<file path="config.mk">
export PLATFORM = sky130hd
export DESIGN_NAME = serial_addsub
export DESIGN_NICKNAME = d
export VERILOG_FILES = /design/src/rtl/addsub_pkg.sv /design/src/rtl/addsub_bit_cell.sv /design/src/rtl/serial_addsub.sv
export SDC_FILE = /design/constraint.sdc
export NUM_CORES = 1
export LEC_CHECK = 0
export ABC_AREA = 1
export BUFFER_PORTS_ARGS = -buffer_cell sky130_fd_sc_hd__buf_2
export CAP_MARGIN = 20
export CORE_UTILIZATION = 35
export CTS_CLUSTER_SIZE = 20
export DETAILED_ROUTE_END_ITERATION = 16
export GPL_TIMING_DRIVEN = 0
export RECOVER_POWER = 25
export SYNTH_ARGS = -nofsm -noshare
export SYNTH_HDL_FRONTEND = slang
export SYNTH_SLANG_ARGS = --single-unit
</file>
<file path="constraint.sdc">
create_clock -name clk -period 1.5 [get_ports clk]
set_input_delay 0.15 -clock clk [delete_from_list [all_inputs] [get_ports clk]]
set_output_delay 0.15 -clock clk [all_outputs]
set_load 0.05 [all_outputs]
</file>
<file path="src/rtl/addsub_pkg.sv">
// rtl/addsub_pkg.sv - shared state encoding and mode constants for the serial add/sub unit
package addsub_pkg;

  typedef enum logic [1:0] {
    ST_IDLE = 2'd0,
    ST_RUN  = 2'd1,
    ST_DONE = 2'd2
  } state_t;

  localparam logic MODE_ADD = 1'b0;
  localparam logic MODE_SUB = 1'b1;

endpackage

</file>
<file path="src/rtl/addsub_bit_cell.sv">
// rtl/addsub_bit_cell.sv - one-bit full add/sub cell built from a 3-to-8 minterm decoder
module addsub_bit_cell
  import addsub_pkg::*;
(
  input  logic x,
  input  logic y,
  input  logic c,
  input  logic m,
  output logic s,
  output logic co
);

  logic [7:0] w_mt;
  logic       w_carry;
  logic       w_borrow;

  // Minterm index is {x, y, c}
  always_comb begin
    w_mt = 8'd0;
    w_mt[{x, y, c}] = 1'b1;
  end

  assign s        = w_mt[1] | w_mt[2] | w_mt[4] | w_mt[7];
  assign w_carry  = w_mt[3] | w_mt[5] | w_mt[6] | w_mt[7];
  assign w_borrow = w_mt[1] | w_mt[2] | w_mt[3] | w_mt[7];
  assign co       = (m == MODE_SUB) ? w_borrow : w_carry;

endmodule

</file>
<file path="src/rtl/serial_addsub.sv">
// rtl/serial_addsub.sv - digit-serial adder/subtractor with valid/ready handshake and overflow flag
module serial_addsub
  import addsub_pkg::*;
#(
  parameter int WIDTH = 8,
  parameter int DIGIT = 1
) (
  input  logic             clk,
  input  logic             rst,
  input  logic             in_valid,
  output logic             in_ready,
  input  logic [WIDTH-1:0] a,
  input  logic [WIDTH-1:0] b,
  input  logic             cbin,
  input  logic             mode,
  output logic             out_valid,
  input  logic             out_ready,
  output logic [WIDTH-1:0] result,
  output logic             cbout,
  output logic             ovf
);

  localparam int NDIG = WIDTH / DIGIT;
  localparam int CW   = $clog2(NDIG) + 1;
  localparam logic [CW-1:0] LAST = CW'(NDIG - 1);

  generate
    if ((WIDTH % DIGIT) != 0 || WIDTH < 2 || DIGIT < 1) begin : g_bad_params
      $error("serial_addsub: WIDTH must be >= 2 and a multiple of DIGIT");
    end
  endgenerate

  state_t r_state;
  state_t w_next;

  logic [WIDTH-1:0]       r_a;
  logic [WIDTH-1:0]       r_b;
  logic                   r_mode;
  logic                   r_cb;
  logic [CW-1:0]          r_cnt;
  logic [WIDTH-1:0]       r_res;
  logic                   r_cbout;
  logic                   r_ovf;

  logic [DIGIT:0]         w_c;
  logic [DIGIT-1:0]       w_s;
  logic [WIDTH+DIGIT-1:0] w_cat;
  logic                   w_accept;
  logic                   w_last;

  assign w_accept = in_valid & in_ready;
  assign w_last   = (r_state == ST_RUN) && (r_cnt == LAST);

  always_ff @(posedge clk or posedge rst) begin
    if (rst) r_state <= ST_IDLE;
    else     r_state <= w_next;
  end

  always_comb begin
    w_next = r_state;
    case (r_state)
      ST_IDLE: if (w_accept)  w_next = ST_RUN;
      ST_RUN:  if (w_last)    w_next = ST_DONE;
      ST_DONE: if (out_ready) w_next = ST_IDLE;
      default:                w_next = ST_IDLE;
    endcase
  end

  always_comb begin
    in_ready  = (r_state == ST_IDLE) && !rst;
    out_valid = (r_state == ST_DONE);
  end

  assign w_c[0] = r_cb;

  generate
    for (genvar g = 0; g < DIGIT; g++) begin : g_cell
      addsub_bit_cell u_cell (
        .x  (r_a[g]),
        .y  (r_b[g]),
        .c  (w_c[g]),
        .m  (r_mode),
        .s  (w_s[g]),
        .co (w_c[g+1])
      );
    end
  endgenerate

  // New digit enters at the MSB end so the LSB digit lands at bit 0 after NDIG shifts
  assign w_cat = {w_s, r_res};

  always_ff @(posedge clk or posedge rst) begin
    if (rst) begin
      r_a     <= '0;
      r_b     <= '0;
      r_mode  <= MODE_ADD;
      r_cb    <= 1'b0;
      r_cnt   <= '0;
      r_res   <= '0;
      r_cbout <= 1'b0;
      r_ovf   <= 1'b0;
    end else if (w_accept) begin
      r_a    <= a;
      r_b    <= b;
      r_mode <= mode;
      r_cb   <= cbin;
      r_cnt  <= '0;
    end else if (r_state == ST_RUN) begin
      r_a   <= r_a >> DIGIT;
      r_b   <= r_b >> DIGIT;
      r_res <= w_cat[WIDTH+DIGIT-1:DIGIT];
      r_cb  <= w_c[DIGIT];
      r_cnt <= r_cnt + CW'(1);
      if (w_last) begin
        r_cbout <= w_c[DIGIT];
        r_ovf   <= w_c[DIGIT] ^ w_c[DIGIT-1];
      end
    end
  end

  assign result = r_res;
  assign cbout  = r_cbout;
  assign ovf    = r_ovf;

endmodule

</file>
# Word level (Yosys, flattened, before mapping)
# Index checks and enable logic that the tools add are counted.
# word_totals
ff_bits	34
inputBits	22
wordCells	53
out_inout_bits	12
# classes
n_bitwise	11
n_lt_le_gt_ge	2
addsub	1
muxes	15
eq_ne	6
reduce_logical	9
# ops
operator	n
2-to-1 mux 8 bit	4
2-to-1 mux 4 bit	2
bitwise OR 1 bit	8
2-to-1 mux 2 bit	3
one-hot mux 2 bit (3 select lines)	1
AND reduction 3 bit	2
adder 4 x 1 -> 4 bit (second input constant)	1
== test 4 x 3 -> 1 bit (second input constant)	1
< comparator 3 x 4 -> 1 bit (second input constant)	1
2-to-1 mux 1 bit	4
!= test 2 bit (second input constant)	2
demux 1 bit (select 3 bit)	1
>= comparator 3 x 1 -> 1 bit (second input constant)	1
logical AND 1 bit	3
== test 2 x 1 -> 1 bit (second input constant)	1
== test 2 bit (second input constant)	1
zero test 2 bit	1
!= test 2 x 1 -> 1 bit (second input constant)	1
AND reduction 2 bit	1
nonzero test 2 bit	1
bitwise AND 1 bit	1
zero test 1 bit	1
NOT 1 bit	1
bitwise XOR 1 bit	1

# Depth between registers and ports, before layout
# depth
depth_word	10
depth_mapped	7
depth_no_buf	7

# By module
# From an unflattened synthesis, not the netlist that was laid out.
# hier_totals
hier_cells	194
hier_area_um2	1582.8
# by_module_without_submodules
module	cells_each	area_each_um2	n_inst	seq_area_each_um2
serial_addsub	180	1525.2	1	850.8
addsub_bit_cell	14	57.6	1	0.0

# Least setup slack after synthesis
# OpenSTA, ideal clock, no wires.
# synth_path
path_kind	register to register
startpoint	register r_state[0]
endpoint	register r_a[3]
synth_period_minus_slack_ns	1.355
setup_time_ns	0.069
stages_incl_launch_ff	5
n_path_buf	1
t_arrival_ns	1.286
setup_slack_ns	0.145
required_time_ns	1.431
path_cell_list	dfrtp_1 -> nor3_4 -> buf_2 -> nand3_1 -> nand3_1
# synth_between
elab_chain_cells	4
elab_cells_between_ends	6
classes_between	eq/ne (1); mux (1); bitwise (1); reduce/logical (3)
# synth_lines
element	line	source
start: declaration	serial_addsub.sv:33	state_t r_state;
start signal: assignment	serial_addsub.sv:56	else r_state <= w_next;
zero test 2 bit (*)	serial_addsub.sv:70	in_ready = (r_state == ST_IDLE) && !rst;
logical AND 1 bit (*)	serial_addsub.sv:70	
via in_ready	serial_addsub.sv:11	output logic in_ready,
bitwise AND 1 bit (*)	serial_addsub.sv:51	assign w_accept = in_valid & in_ready;
2-to-1 mux 8 bit / nonzero test 2 bit (equally long branches)	-	
end signal: assignment	serial_addsub.sv:109	r_a <= r_a >> DIGIT;
end: declaration	serial_addsub.sv:36	logic [WIDTH-1:0] r_a;
# The timed path passes the listed nets; every way through them passes the cells marked *.
# A chain may end at the register's enable or synchronous reset.

# Worst setup path after layout
# layout_path
startpoint	register r_state[1]
endpoint	output in_ready
# layout_between
elab_chain_cells	2
# layout_lines
element	line
zero test 2 bit	serial_addsub.sv:70
logical AND 1 bit	serial_addsub.sv:70
end: declaration	serial_addsub.sv:11
# No other way between the ends.

==> metrics.md <==
| Metric | Value |
|---|---|
| Outcome | `finished, violations left` |
| Failing checks | `negative hold slack` |
| Initial antenna violation count | `0` |
| Most frequent cells in the layout | `nand2_1 (69), nand3_1 (34), buf_2 (33), dfrtp_1 (33), inv_1 (12)` |
| DR vias | `1,344` |
| CTS sink cnt | `34` |
| Worst Path Required | `1350 ps` |
| CTS max path bufs | `2` |
| Worst Setup End Kind | `output pin` |
| Post-DP HPWL | `2.26 mm` |
| Final #Nets | `257` |
| Detailed-route DRC error count | `0` |
| First-pass GRT wire length | `5.91 mm` |
| Skew final | `between 5 and 6 ps` |
| Pleak | `about 1.0 nW` |
| Cells on worst reg2reg path | `7` |
| Seq/Total Area, Yosys | `a little over half` |
| RSZ-0062 raised after global routing | `no` |
| Io pins | `34` |
| Max Clock Freq | `704 MHz` |
| Horiz. Die Dim | `69.8 um` |
| Hold buffer count at cts | `0` |
| Post-Syn Area | `0.00161 mm^2` |
| CTS tree | `yes` |
| Share of layout cells above drive strength 1 | `roughly a quarter` |
| Final Cycle Share | `94.7%` |
| TritonCTS Buffers | `5` |
| Max H-tree Level | `2` |
| Max Slew Vio Count | `0` |
| Most used cell, CP | `buf_6` |
| Die ar. | `0.00487 mm^2` |
| Number of cells after detailed placement | `between 200 and 300` |
| Pin count of the biggest net entering global routing | `37` |
| Max stage delay on crit path | `430 ps` |
| Core Area | `0.00438 mm^2` |
| Hold WS | `-59.8 ps` |
| Count of cell types in the netlist | `25` |
| Slew at the pin with the worst max-slew slack | `453 ps` |
| Max FO, Critical Path | `10` |
| Reg2Reg Setup Slack | `130 ps` |
| Dpl ws | `-264 ps` |
| Die height | `approximately 70 um` |
| Pwr/cell area | `2190 mW/mm^2` |
| WS Path Type | `reg -> out` |
| FF-to-FF End | `r_a[4]` |
| Crit path cell chain | `nor3_4, buf_6, buf_6` |
| Antenna Nets Post-Route | `0` |
| FF+latch count, synth | `34` |
| Clock Latency Late Sink | `280 ps` |
| Hold Violations, Final | `34` |
| PortBufs | `32` |
| FF-to-FF Start | `r_state[0]` |
| First DRT Iteration DRCs | `76` |
| Routed WL per cell | `11.3 um` |
| 1st-pass router iterations | `4` |
| Synth Warn # | `0` |
| Syn-to-layout area delta | `20.3%` |
| Slew Limit Headroom | `69.8%` |
| Initial core utilization | `36.7%` |
| Worst hold path class | `in -> async` |
| GRT overflow | `0` |
| Syn Inst Count | `194` |
| Avg Inst Size Synth | `slightly above 8 um^2` |
| Via density | `4.70` |
| Post-Layout Cell Count | `about 290` |
| Routability cong. | `0.808` |
| Syn_nets | `217` |
| Arrival time worst endpoint | `between 1000 and 1500 ps` |
| All-Layer GR Usage | `15.1%` |
| FILL cells | `463` |
| Reg clk slew, reported paths | `about 70 ps` |
| Root Buffer | `clkbuf_8` |
| Minimum clock period | `1420 ps` |
| Final wirelength | `3.24 mm` |
| Antenna cells | `0` |
| Startpoint Class | `flop` |
| Vias in the first global route | `about 1,300` |
| Max cap viols | `0` |
| Setup violators final | `0` |
| Critical path's slowest cell | `dfrtp_1` |
| Max rail drop VDD | `828 uV` |
| Final worst slack | `roughly 80 ps` |
| # rows | `24` |
| Commonest non-fill, non-tap cell in the layout | `nand2_1` |
-- worst max-delay path: cells and delay by family (launching register included) --
kind / cells / cell delay [ps]
buffers and inverters: 2 / 330
DFF: 1 / 430
and+or+nand+nor: 1 / 220
-- state kept, by name, indices dropped and copies added (netlist names) --
name / flops
ovf: 1
r_b: 8
r_cnt: 4
r_state: 2
r_mode: 1
cbout: 1
result: 8
r_cb: 1
r_a: 8
-- area by class of cell --
cell class / instances / area (um^2) / area share [%]
flip-flops and latches: 34 / 852 / 44.0
multi-input cells: 136 / 644 / 33.3
well taps: 52 / 65.1 / 3.36
plain buffers: 7 / 52.6 / 2.72
clock buffers: 5 / 68.8 / 3.56
repair buffers: 33 / 173 / 8.93
inverters: 17 / 68.8 / 3.56
clock inverters: 2 / 10.0 / 0.517
-- repair_timing --
| action | 4_1_cts | 5_1_grt |
|---|---|---|
| endpoints found under the setup margin | 1 | 11 |
| gates resized for setup | 3 | 4 |
| pin swaps | 1 | 0 |
| endpoints found under the hold margin | 0 | 34 |
| buffers inserted | 1 | 0 |
-- where the power goes --
part           internal (mW)  switching (mW)
clock                  0.312           0.334
combinational          0.663            1.35
sequential              1.31           0.278
-- how the worst max path moves through the flow --
| stage | start | cells past startpoint | slack [ps] | end |
|---|---|---|---|---|
| 6_report | r_state[1] | 3 | 80 | in_ready |
| 5_1_grt | r_state[1] | 3 | 10 | in_ready |
| 4_1_cts | r_state[1] | 3 | 4 | in_ready |
| 3_5_place_dp | rst | 8 | -260 | r_a[4] |
| 3_3_place_gp | rst | 8 | -260 | r_a[5] |
| 2_1_floorplan | r_state[0] | 4 | 140 | r_a[3] |
-- per-stage QoR --
stage	total power [mW]	TNS (ps)	util [%]	cell area, um^2
3_3_place_gp	3.56	-3220	41.8	1830
2_1_floorplan	3.14	0	-	1610
5_1_grt	4.61	0	44.1	1930
6_report	4.24	0	44.1	1930
4_1_cts	4.28	0	43.9	1930
3_5_place_dp	3.60	-3390	41.8	1830
-- Yosys cell counts (all sizes together) --
master,n,area [um^2]
o31ai,1,7.51
a21oi,1,5.00
dfrtp,34,851
o21ai,5,25.0
ha,1,12.5
nor3,4,31.3
clkinv,1,3.75
nand2,78,320
inv,16,62.6
nor2,7,28.8
a31oi,1,6.26
clkbuf,1,3.75
nand3,35,188
o21a,1,7.51
buf,6,42.5
nand4,2,12.5
-- logic make-up after synthesis --
family                     after synthesis  share of synthesized area, %
and+or+nand+nor                        126                          36.1
buffers and inverters                   24                          7.00
DFF                                     34                          52.9
adders and majority gates                1                         0.778
AOI/OAI and AO/OA                        9                          3.19
-- layer usage --
metal  global-route usage [%]  vias up  wire, um
li1                         -      698         -
met1                     20.5      613      1620
met2                     23.7       29      1460
met3                     4.22        4       134
met4                     4.00        0        17
met5                        0        -         0
Power figures use the tool's default switching activity.
